<file path="config.mk">
export PLATFORM = sky130hd
export DESIGN_NAME = morse_letter_receiver
export DESIGN_NICKNAME = d
export VERILOG_FILES = /design/src/rtl/morse_letter_receiver.sv
export SDC_FILE = /design/constraint.sdc
export NUM_CORES = 1
export LEC_CHECK = 0
export CORE_ASPECT_RATIO = 1.75
export CORE_MARGIN = 2
export CORE_UTILIZATION = 50
export CTS_CLUSTER_SIZE = 14
export DETAILED_ROUTE_END_ITERATION = 12
export HOLD_SLACK_MARGIN = 0.1
export PLACE_DENSITY_LB_ADDON = 0.1
export SLEW_MARGIN = 20
export SYNTH_ARGS = -nofsm -noshare
export SYNTH_HDL_FRONTEND = slang
export SYNTH_SLANG_ARGS = --single-unit
</file>
<file path="constraint.sdc">
create_clock -name clk -period 2.05 [get_ports clk]
set_clock_uncertainty 0.15 [all_clocks]
set_input_delay 0.41 -clock clk [delete_from_list [all_inputs] [get_ports clk]]
set_output_delay 0.41 -clock clk [all_outputs]
set_load 0.05 [all_outputs]
</file>
<file path="src/rtl/morse_letter_receiver.sv">
// Morse letter receiver: times key marks and spaces in ticks, builds a
// left-justified dot/dash pattern and decodes it into one of A..H.
// Outputs symbol/size/letter are registered and hold until the next valid.
// valid and error are single-cycle pulses and never coincide.
// o_dbg_state exposes the FSM state encoding for external checkers.
module morse_letter_receiver #(
  parameter int DOT_MAX   = 2,
  parameter int DASH_MAX  = 6,
  parameter int GAP_TICKS = 3
) (
  input  logic       clk,
  input  logic       reset,
  input  logic       tick,
  input  logic       key_in,
  output logic [3:0] symbol,
  output logic [2:0] size,
  output logic [2:0] letter,
  output logic       valid,
  output logic       error,
  output logic       busy,
  output logic [1:0] o_dbg_state
);

  localparam int MW = $clog2(DASH_MAX + 2);
  localparam int SW = $clog2(GAP_TICKS + 1);
  localparam logic [MW-1:0] DOT_L  = MW'(DOT_MAX);
  localparam logic [MW-1:0] DASH_L = MW'(DASH_MAX);
  localparam logic [SW-1:0] GAP_M1 = SW'(GAP_TICKS - 1);

  typedef enum logic [1:0] {S_IDLE, S_MARK, S_SPACE, S_DRAIN} state_t;

  state_t        r_state, w_state_next;
  logic          r_sync1, r_sync2;
  logic [MW-1:0] r_mark_cnt, w_mark_next;
  logic [SW-1:0] r_space_cnt, w_space_next;
  logic [2:0]    r_elem_cnt, w_elem_next;
  logic [3:0]    r_shift, w_shift_next;
  logic [3:0]    r_symbol, w_symbol_next;
  logic [2:0]    r_size, w_size_next;
  logic [2:0]    r_letter, w_letter_next;
  logic          r_valid, w_valid_next;
  logic          r_error, w_error_next;
  logic          w_key_s;
  logic          w_match;
  logic [2:0]    w_dec_letter;

  assign w_key_s     = r_sync2;
  assign symbol      = r_symbol;
  assign size        = r_size;
  assign letter      = r_letter;
  assign valid       = r_valid;
  assign error       = r_error;
  assign busy        = (r_state != S_IDLE);
  assign o_dbg_state = r_state;

  // Two-flop synchronizer for the asynchronous key input.
  always_ff @(posedge clk) begin
    if (!reset) begin
      r_sync1 <= 1'b0;
      r_sync2 <= 1'b0;
    end else begin
      r_sync1 <= key_in;
      r_sync2 <= r_sync1;
    end
  end

  // Letter lookup on the accumulated (count, left-justified pattern) pair.
  always_comb begin
    w_match      = 1'b1;
    w_dec_letter = 3'd0;
    case ({r_elem_cnt, r_shift})
      7'b010_0100: w_dec_letter = 3'd0;  // A .-
      7'b100_1000: w_dec_letter = 3'd1;  // B -...
      7'b100_1010: w_dec_letter = 3'd2;  // C -.-.
      7'b011_1000: w_dec_letter = 3'd3;  // D -..
      7'b001_0000: w_dec_letter = 3'd4;  // E .
      7'b100_0010: w_dec_letter = 3'd5;  // F ..-.
      7'b011_1100: w_dec_letter = 3'd6;  // G --.
      7'b100_0000: w_dec_letter = 3'd7;  // H ....
      default:     w_match      = 1'b0;
    endcase
  end

  // Next-state and datapath: key edges are handled before the tick, and a
  // tick arriving with an edge is counted into the new state's counter.
  always_comb begin
    w_state_next  = r_state;
    w_mark_next   = r_mark_cnt;
    w_space_next  = r_space_cnt;
    w_elem_next   = r_elem_cnt;
    w_shift_next  = r_shift;
    w_symbol_next = r_symbol;
    w_size_next   = r_size;
    w_letter_next = r_letter;
    w_valid_next  = 1'b0;
    w_error_next  = 1'b0;
    case (r_state)
      S_IDLE: begin
        if (w_key_s) begin
          w_state_next = S_MARK;
          w_mark_next  = MW'(tick);
          w_elem_next  = 3'd0;
          w_shift_next = 4'd0;
        end
      end
      S_MARK: begin
        if (!w_key_s) begin
          w_space_next = SW'(tick);
          if (r_mark_cnt == '0) begin
            // Sub-tick pulse: ignored, no element recorded.
            w_state_next = (r_elem_cnt != 3'd0) ? S_SPACE : S_IDLE;
          end else if (r_elem_cnt == 3'd4) begin
            w_error_next = 1'b1;
            w_state_next = S_DRAIN;
          end else begin
            w_shift_next[2'd3 - r_elem_cnt[1:0]] = (r_mark_cnt > DOT_L);
            w_elem_next  = r_elem_cnt + 3'd1;
            w_state_next = S_SPACE;
          end
        end else if (tick) begin
          if (r_mark_cnt == DASH_L) begin
            w_mark_next  = DASH_L + MW'(1);
            w_error_next = 1'b1;
            w_space_next = '0;
            w_state_next = S_DRAIN;
          end else begin
            w_mark_next = r_mark_cnt + MW'(1);
          end
        end
      end
      S_SPACE: begin
        if (w_key_s) begin
          w_state_next = S_MARK;
          w_mark_next  = MW'(tick);
        end else if (tick) begin
          if (r_space_cnt >= GAP_M1) begin
            w_state_next = S_IDLE;
            if (w_match) begin
              w_valid_next  = 1'b1;
              w_symbol_next = r_shift;
              w_size_next   = r_elem_cnt;
              w_letter_next = w_dec_letter;
            end else begin
              w_error_next = 1'b1;
            end
          end else begin
            w_space_next = r_space_cnt + SW'(1);
          end
        end
      end
      S_DRAIN: begin
        // Any mark restarts the quiet-gap wait.
        if (w_key_s) begin
          w_space_next = '0;
        end else if (tick) begin
          if (r_space_cnt >= GAP_M1) begin
            w_state_next = S_IDLE;
          end else begin
            w_space_next = r_space_cnt + SW'(1);
          end
        end
      end
      default: w_state_next = S_IDLE;
    endcase
  end

  // State, counters, accumulator and registered outputs.
  always_ff @(posedge clk) begin
    if (!reset) begin
      r_state     <= S_IDLE;
      r_mark_cnt  <= '0;
      r_space_cnt <= '0;
      r_elem_cnt  <= 3'd0;
      r_shift     <= 4'd0;
      r_symbol    <= 4'd0;
      r_size      <= 3'd0;
      r_letter    <= 3'd0;
      r_valid     <= 1'b0;
      r_error     <= 1'b0;
    end else begin
      r_state     <= w_state_next;
      r_mark_cnt  <= w_mark_next;
      r_space_cnt <= w_space_next;
      r_elem_cnt  <= w_elem_next;
      r_shift     <= w_shift_next;
      r_symbol    <= w_symbol_next;
      r_size      <= w_size_next;
      r_letter    <= w_letter_next;
      r_valid     <= w_valid_next;
      r_error     <= w_error_next;
    end
  end

endmodule

</file>
# After elaboration in Yosys (flattened, before gate mapping)
# Cells that the tools add are included.
totals:
  register_bits: 28
  output_inout_bits: 15
  wordCells: 116
classes:
  eq_ne: 24
  n_reduce_logical: 16
  muxes: 51
  n_addsub: 4
  magnitude_cmp: 4
  n_bitwise: 5
op_table:
  columns: ["operator", "count"]
  rows:
  - ["$mux 2", 17]
  - ["$eq 7x7->1 const B", 4]
  - ["$mux 3", 8]
  - ["$eq 7x6->1 const B", 3]
  - ["$pmux 3 s7", 1]
  - ["$mux 4", 4]
  - ["$ne 2x2->1 const B", 8]
  - ["$mux 1", 13]
  - ["$pmux 3 s2", 2]
  - ["$reduce_and 4->1", 3]
  - ["$reduce_and 5->1", 2]
  - ["$pmux 2 s4", 1]
  - ["$pmux 4 s2", 1]
  - ["$reduce_or 8->1", 1]
  - ["$eq 7x5->1 const B", 1]
  - ["$add 3x1->3 const B", 2]
  - ["$eq 3x3->1 const B", 2]
  - ["$ne 3x3->1 const B", 2]
  - ["$pmux 2 s3", 1]
  - ["$reduce_bool 2->1", 3]
  - ["$reduce_bool 3->1", 2]
  - ["$not 1->1", 5]
  - ["$reduce_or 5->1", 1]
  - ["$bwmux 4", 1]
  - ["other kinds (15)", 16]

# Logic depth before layout (Yosys ltp)
logic_depth:
  word_depth: 10
  depth_mapped: 9
  depth_no_buf: 7

# Worst setup path before layout
# No wires, ideal clock.
synth_path:
  kind: "register to register"
  from: "register r_state[0] (netlist: o_dbg_state[0])"
  to: "register r_shift[0]"
  arrival_ps: 2110
  path_stages_with_launch: 8
  t_required_ps: 1783
  path_slack_ps: -328
  setup_time_ps: 117
  period_less_slack_ps: 2378
  cell_sequence: "dfxtp_1 -> inv_1 -> ha_1 -> nor2_1 -> nand3_1 -> o22ai_1 -> o21ai_0 -> a32o_1"
synth_via:
  elab_chain_len: 3
  word_cells_on_any_way: 9
  classes_between: "eq/ne (5); mux (1); reduce/logical (3)"
synth_lines:
  columns: ["item", "line_no", "rtl"]
  rows:
  - ["from (decl)", "32", "state_t r_state, w_state_next;"]
  - ["from (signal assigned)", "181", "r_state <= w_state_next;"]
  - ["$eq 2x1->1 / $logic_not 2->1 (equally long branches)", "97", "case (r_state)"]
  - ["$ne 2x2->1 (no line) / $reduce_bool 2->1 (equally long branches)", null, null]
  - ["$reduce_and 5->1 (no line)", null, null]
  - ["to (signal assigned)", "185", "r_shift <= w_shift_next;"]
  - ["to (decl)", "37", "logic [3:0] r_shift, w_shift_next;"]
# Parallel ways exist; a longest one is shown, timed or not.
# A chain may end at the register's enable or synchronous reset.

# Worst setup path after layout
layout_path:
  from: "register r_size[1] (netlist: size[1])"
  to: "output size[1]"
layout_lines:
  columns: ["item", "line_no", "rtl"]
  rows:
  - ["from (decl)", "39", "logic [2:0] r_size, w_size_next;"]
  - ["from (signal assigned)", "187", "r_size <= w_size_next;"]
  - ["to (decl)", "16", "output logic [2:0] size,"]
# No word-level cell between the ends.

==> run metrics <==
Crit path max-delay family buffers and inverters; Core Box Area 0.00314 mm²; Max Buffers Root-to-Sink 2; Comb power frac under 10%; clock tree sinks 28; sequential power share between 50% and 60%; minimum clock period 1.98 ns; clk root buf clkbuf_8; Die H 80.0 µm; Post-Place Cells ~270; vias per cell roughly 5.5; setup TNS 0 ns; Detailed Place HPWL 2.98 mm; RSZ-0062 raised after global routing true; Place WS -0.0963 ns; syn nets 217; Area contributors post-synth dfxtp_1, ha_1, nand2_1; vias in the first global route 1,529; ant diodes 0; worst hold-check path type flip-flop to flip-flop; worst-path fanout max 2; die footprint 0.00379 mm²; PwrDens 493 mW/mm²; DR vias 1,526; Placer Congestion just under 0.9; top_reg_cell synth dfxtp_1; Slew @ Worst Pin 0.498 ns; leakage power figure 0.793 nW; final setup vio count 0; top cell type's share of synthesized area 34.0%; Final period util 96.6%; Ports 19; Max H-tree Level 1; post-route setup slack 0.0694 ns; R2R Path End letter[1]$_SDFFE_PN0P_; Crit Path Class flip-flop to primary output; DRT iter0 DRCs 70; EDFF count, synth 0; total grt overflow 0; DR pass1 iterations 4; Total Routing Usage GR 22.3%; switching power ~0.24 mW; maxcap violations 0; synthesized area 0.00165 mm²; DRC violation count after routing 0; initial antenna violation count 0; final WL 4.05 mm; Critical Path Sink Type primary output; hold path depth 2; distinct cell type count after synthesis between 40 and 50; die width approximately 47 µm; nets 252; maximum operating frequency 505 MHz; Synth async-reset ratio 0%; pin count of the biggest net entering global routing 17; CP max-delay cell clkdlybuf4s50_1; final antenna-violating net count 0; final hold violations 0; Slew HR 66.7%; # rows 27; CTS tree yes; WP data arrival 1.42 ns; Inserted Clock Buffers 3; Area Growth Syn to Fin 28.3%; worst path required time 1.49 ns; Skew-Pair Late Insertion Delay 0.27 ns; R2R setup slack roughly 0.069 ns; clock power share 37.2%; CP Buf/Inv Count 1; worst r2r src r_elem_cnt[0]$_SDFFE_PN0P_; hold_ws 0.287 ns; synthesized area per cell roughly 8.3 µm²; Critical Path, Cell by Cell clkdlybuf4s50_1; Cells after Synth 199; internal power 0.803 mW; CP Launch Type flip-flop; area leader, netlist dfxtp_1; Pins Over Slew Limit 0; ratio of cells with drive above 1 in the final layout a little over a fifth; number of I/O port buffers 18; Starting Density 52.5%; WL/cell 14.7 µm; fin cells 276; switching part of the total a little under a quarter; status finished clean; max incr delay on CP about 0.80 ns; Final Util between 60% and 70%; Hold Crit Endpoint symbol[0]$_SDFFE_PN0P_; Max rail drop VDD ~0.00033 V; register bit count reported by yosys 28; sequential share of the synthesized area about a third; cells on worst reg2reg path 7; worst hold start symbol[0]$_SDFFE_PN0P_; first-pass GRT wire length between 6 and 7 mm; synthesis warning total 0; Reg clk slew, reported paths 0.09 ns
[through the flow]
step                power, mW  cell area, µm²
detailed placement      0.664            1980
floorplan               0.621            1660
global placement        0.661            1980
CTS                      1.05            2050
global route             1.08            2120
finish                   1.04            2120
[cell usage after synthesis (2+ instances only)]
cell type / instances
a21o_1: 2
nor2b_1: 5
a31oi_1: 3
o211ai_1: 3
nand2_1: 29
and3_1: 2
nand2b_1: 3
clkbuf_1: 4
o21a_1: 3
inv_1: 14
nor2_1: 14
nor3b_1: 2
and2_1: 3
mux2i_1: 7
or3_1: 3
ha_1: 14
dfxtp_1: 28
a21boi_0: 4
a21oi_1: 4
o21ai_0: 12
nand3_1: 8
a32oi_1: 2
or3b_4: 2
buf_2: 2
a32o_1: 2
[flip-flops by register name (all words and copies together) (netlist names)]
name,count
r_mark_cnt,3
symbol,4
o_dbg_state,2
error,1
size,3
letter,3
r_sync1,1
r_sync2,1
r_shift,4
r_elem_cnt,3
valid,1
r_space_cnt,2
[what timing repair did]
item | CTS | global route
endpoints found under the setup margin | 12 | 14
gates resized for setup | 2 | 12
pin swaps | 1 | 3
hold buffers | 0 | 0
setup buffers | 0 | 1
[power groups by stage]
stage | clock network (mW) | logic [mW] | registers [mW]
floorplan | 0 | 0.0545 | 0.567
global placement | 0 | 0.0954 | 0.566
detailed placement | 0 | 0.0981 | 0.566
CTS | 0.397 | 0.0991 | 0.554
global route | 0.416 | 0.112 | 0.553
finish | 0.389 | 0.103 | 0.552
[worst max path at each step]
stage,slack (ns),depth (start not counted),endpoint,startpoint
floorplan,0.02,7,r_elem_cnt[2]$_SDFFE_PN0P_,o_dbg_state[0]$_SDFFE_PN0P_
global placement,-0.004,7,size[0]$_SDFFE_PN0P_,r_elem_cnt[0]$_SDFFE_PN0P_
detailed placement,-0.1,7,letter[1]$_SDFFE_PN0P_,r_elem_cnt[0]$_SDFFE_PN0P_
CTS,0.01,7,letter[1]$_SDFFE_PN0P_,r_elem_cnt[1]$_SDFFE_PN0P_
global route,-0.04,7,size[2]$_SDFFE_PN0P_,r_elem_cnt[0]$_SDFFE_PN0P_
finish,0.07,1,size[1],size[1]$_SDFFE_PN0P_
[routing by layer]
| layer | vias to the layer above | routed length, µm | track usage (%) |
|---|---|---|---|
| met5 | - | 0 | 0 |
| met4 | 0 | 83 | 11.4 |
| met3 | 8 | 111 | 2.04 |
| met2 | 35 | 2260 | 40.8 |
| met1 | 724 | 1590 | 22.9 |
| li1 | 759 | - | - |
[layout make-up]
type,count,area (µm²)
clock buffers,4,66.3
fillers,275,1030
inverters,15,56.3
multi-input cells,148,1040
flip-flops and latches,28,573
well taps,43,53.8
repair buffers,38,325
[cells in the final DEF, fill, tap and decap left out, types with 3 or more instances in the layout]
cell	netlist	layout
o21a_1	3	3
ha_1	14	10
a21oi_1	4	4
o21ai_0	12	11
dfxtp_4	0	3
dfxtp_1	28	24
mux2i_1	7	7
nand2_1	29	29
and2_1	3	3
a31oi_1	3	3
nor2b_1	5	5
clkbuf_8	0	3
ha_2	0	3
or3_1	3	3
o211ai_1	3	3
nand3_1	8	8
a21boi_0	4	4
clkdlybuf4s50_1	0	11
inv_1	14	14
nor2_1	14	14
buf_4	0	26
[kinds of logic after synthesis]
group	after synthesis	share of synthesized area (%)
simple gates	79	24.0
fa+ha+maj	14	10.6
mux	7	4.25
buf+inv	23	6.83
compound gates	48	20.3
flops	28	34.0
Power figures use the tool's default switching activity.
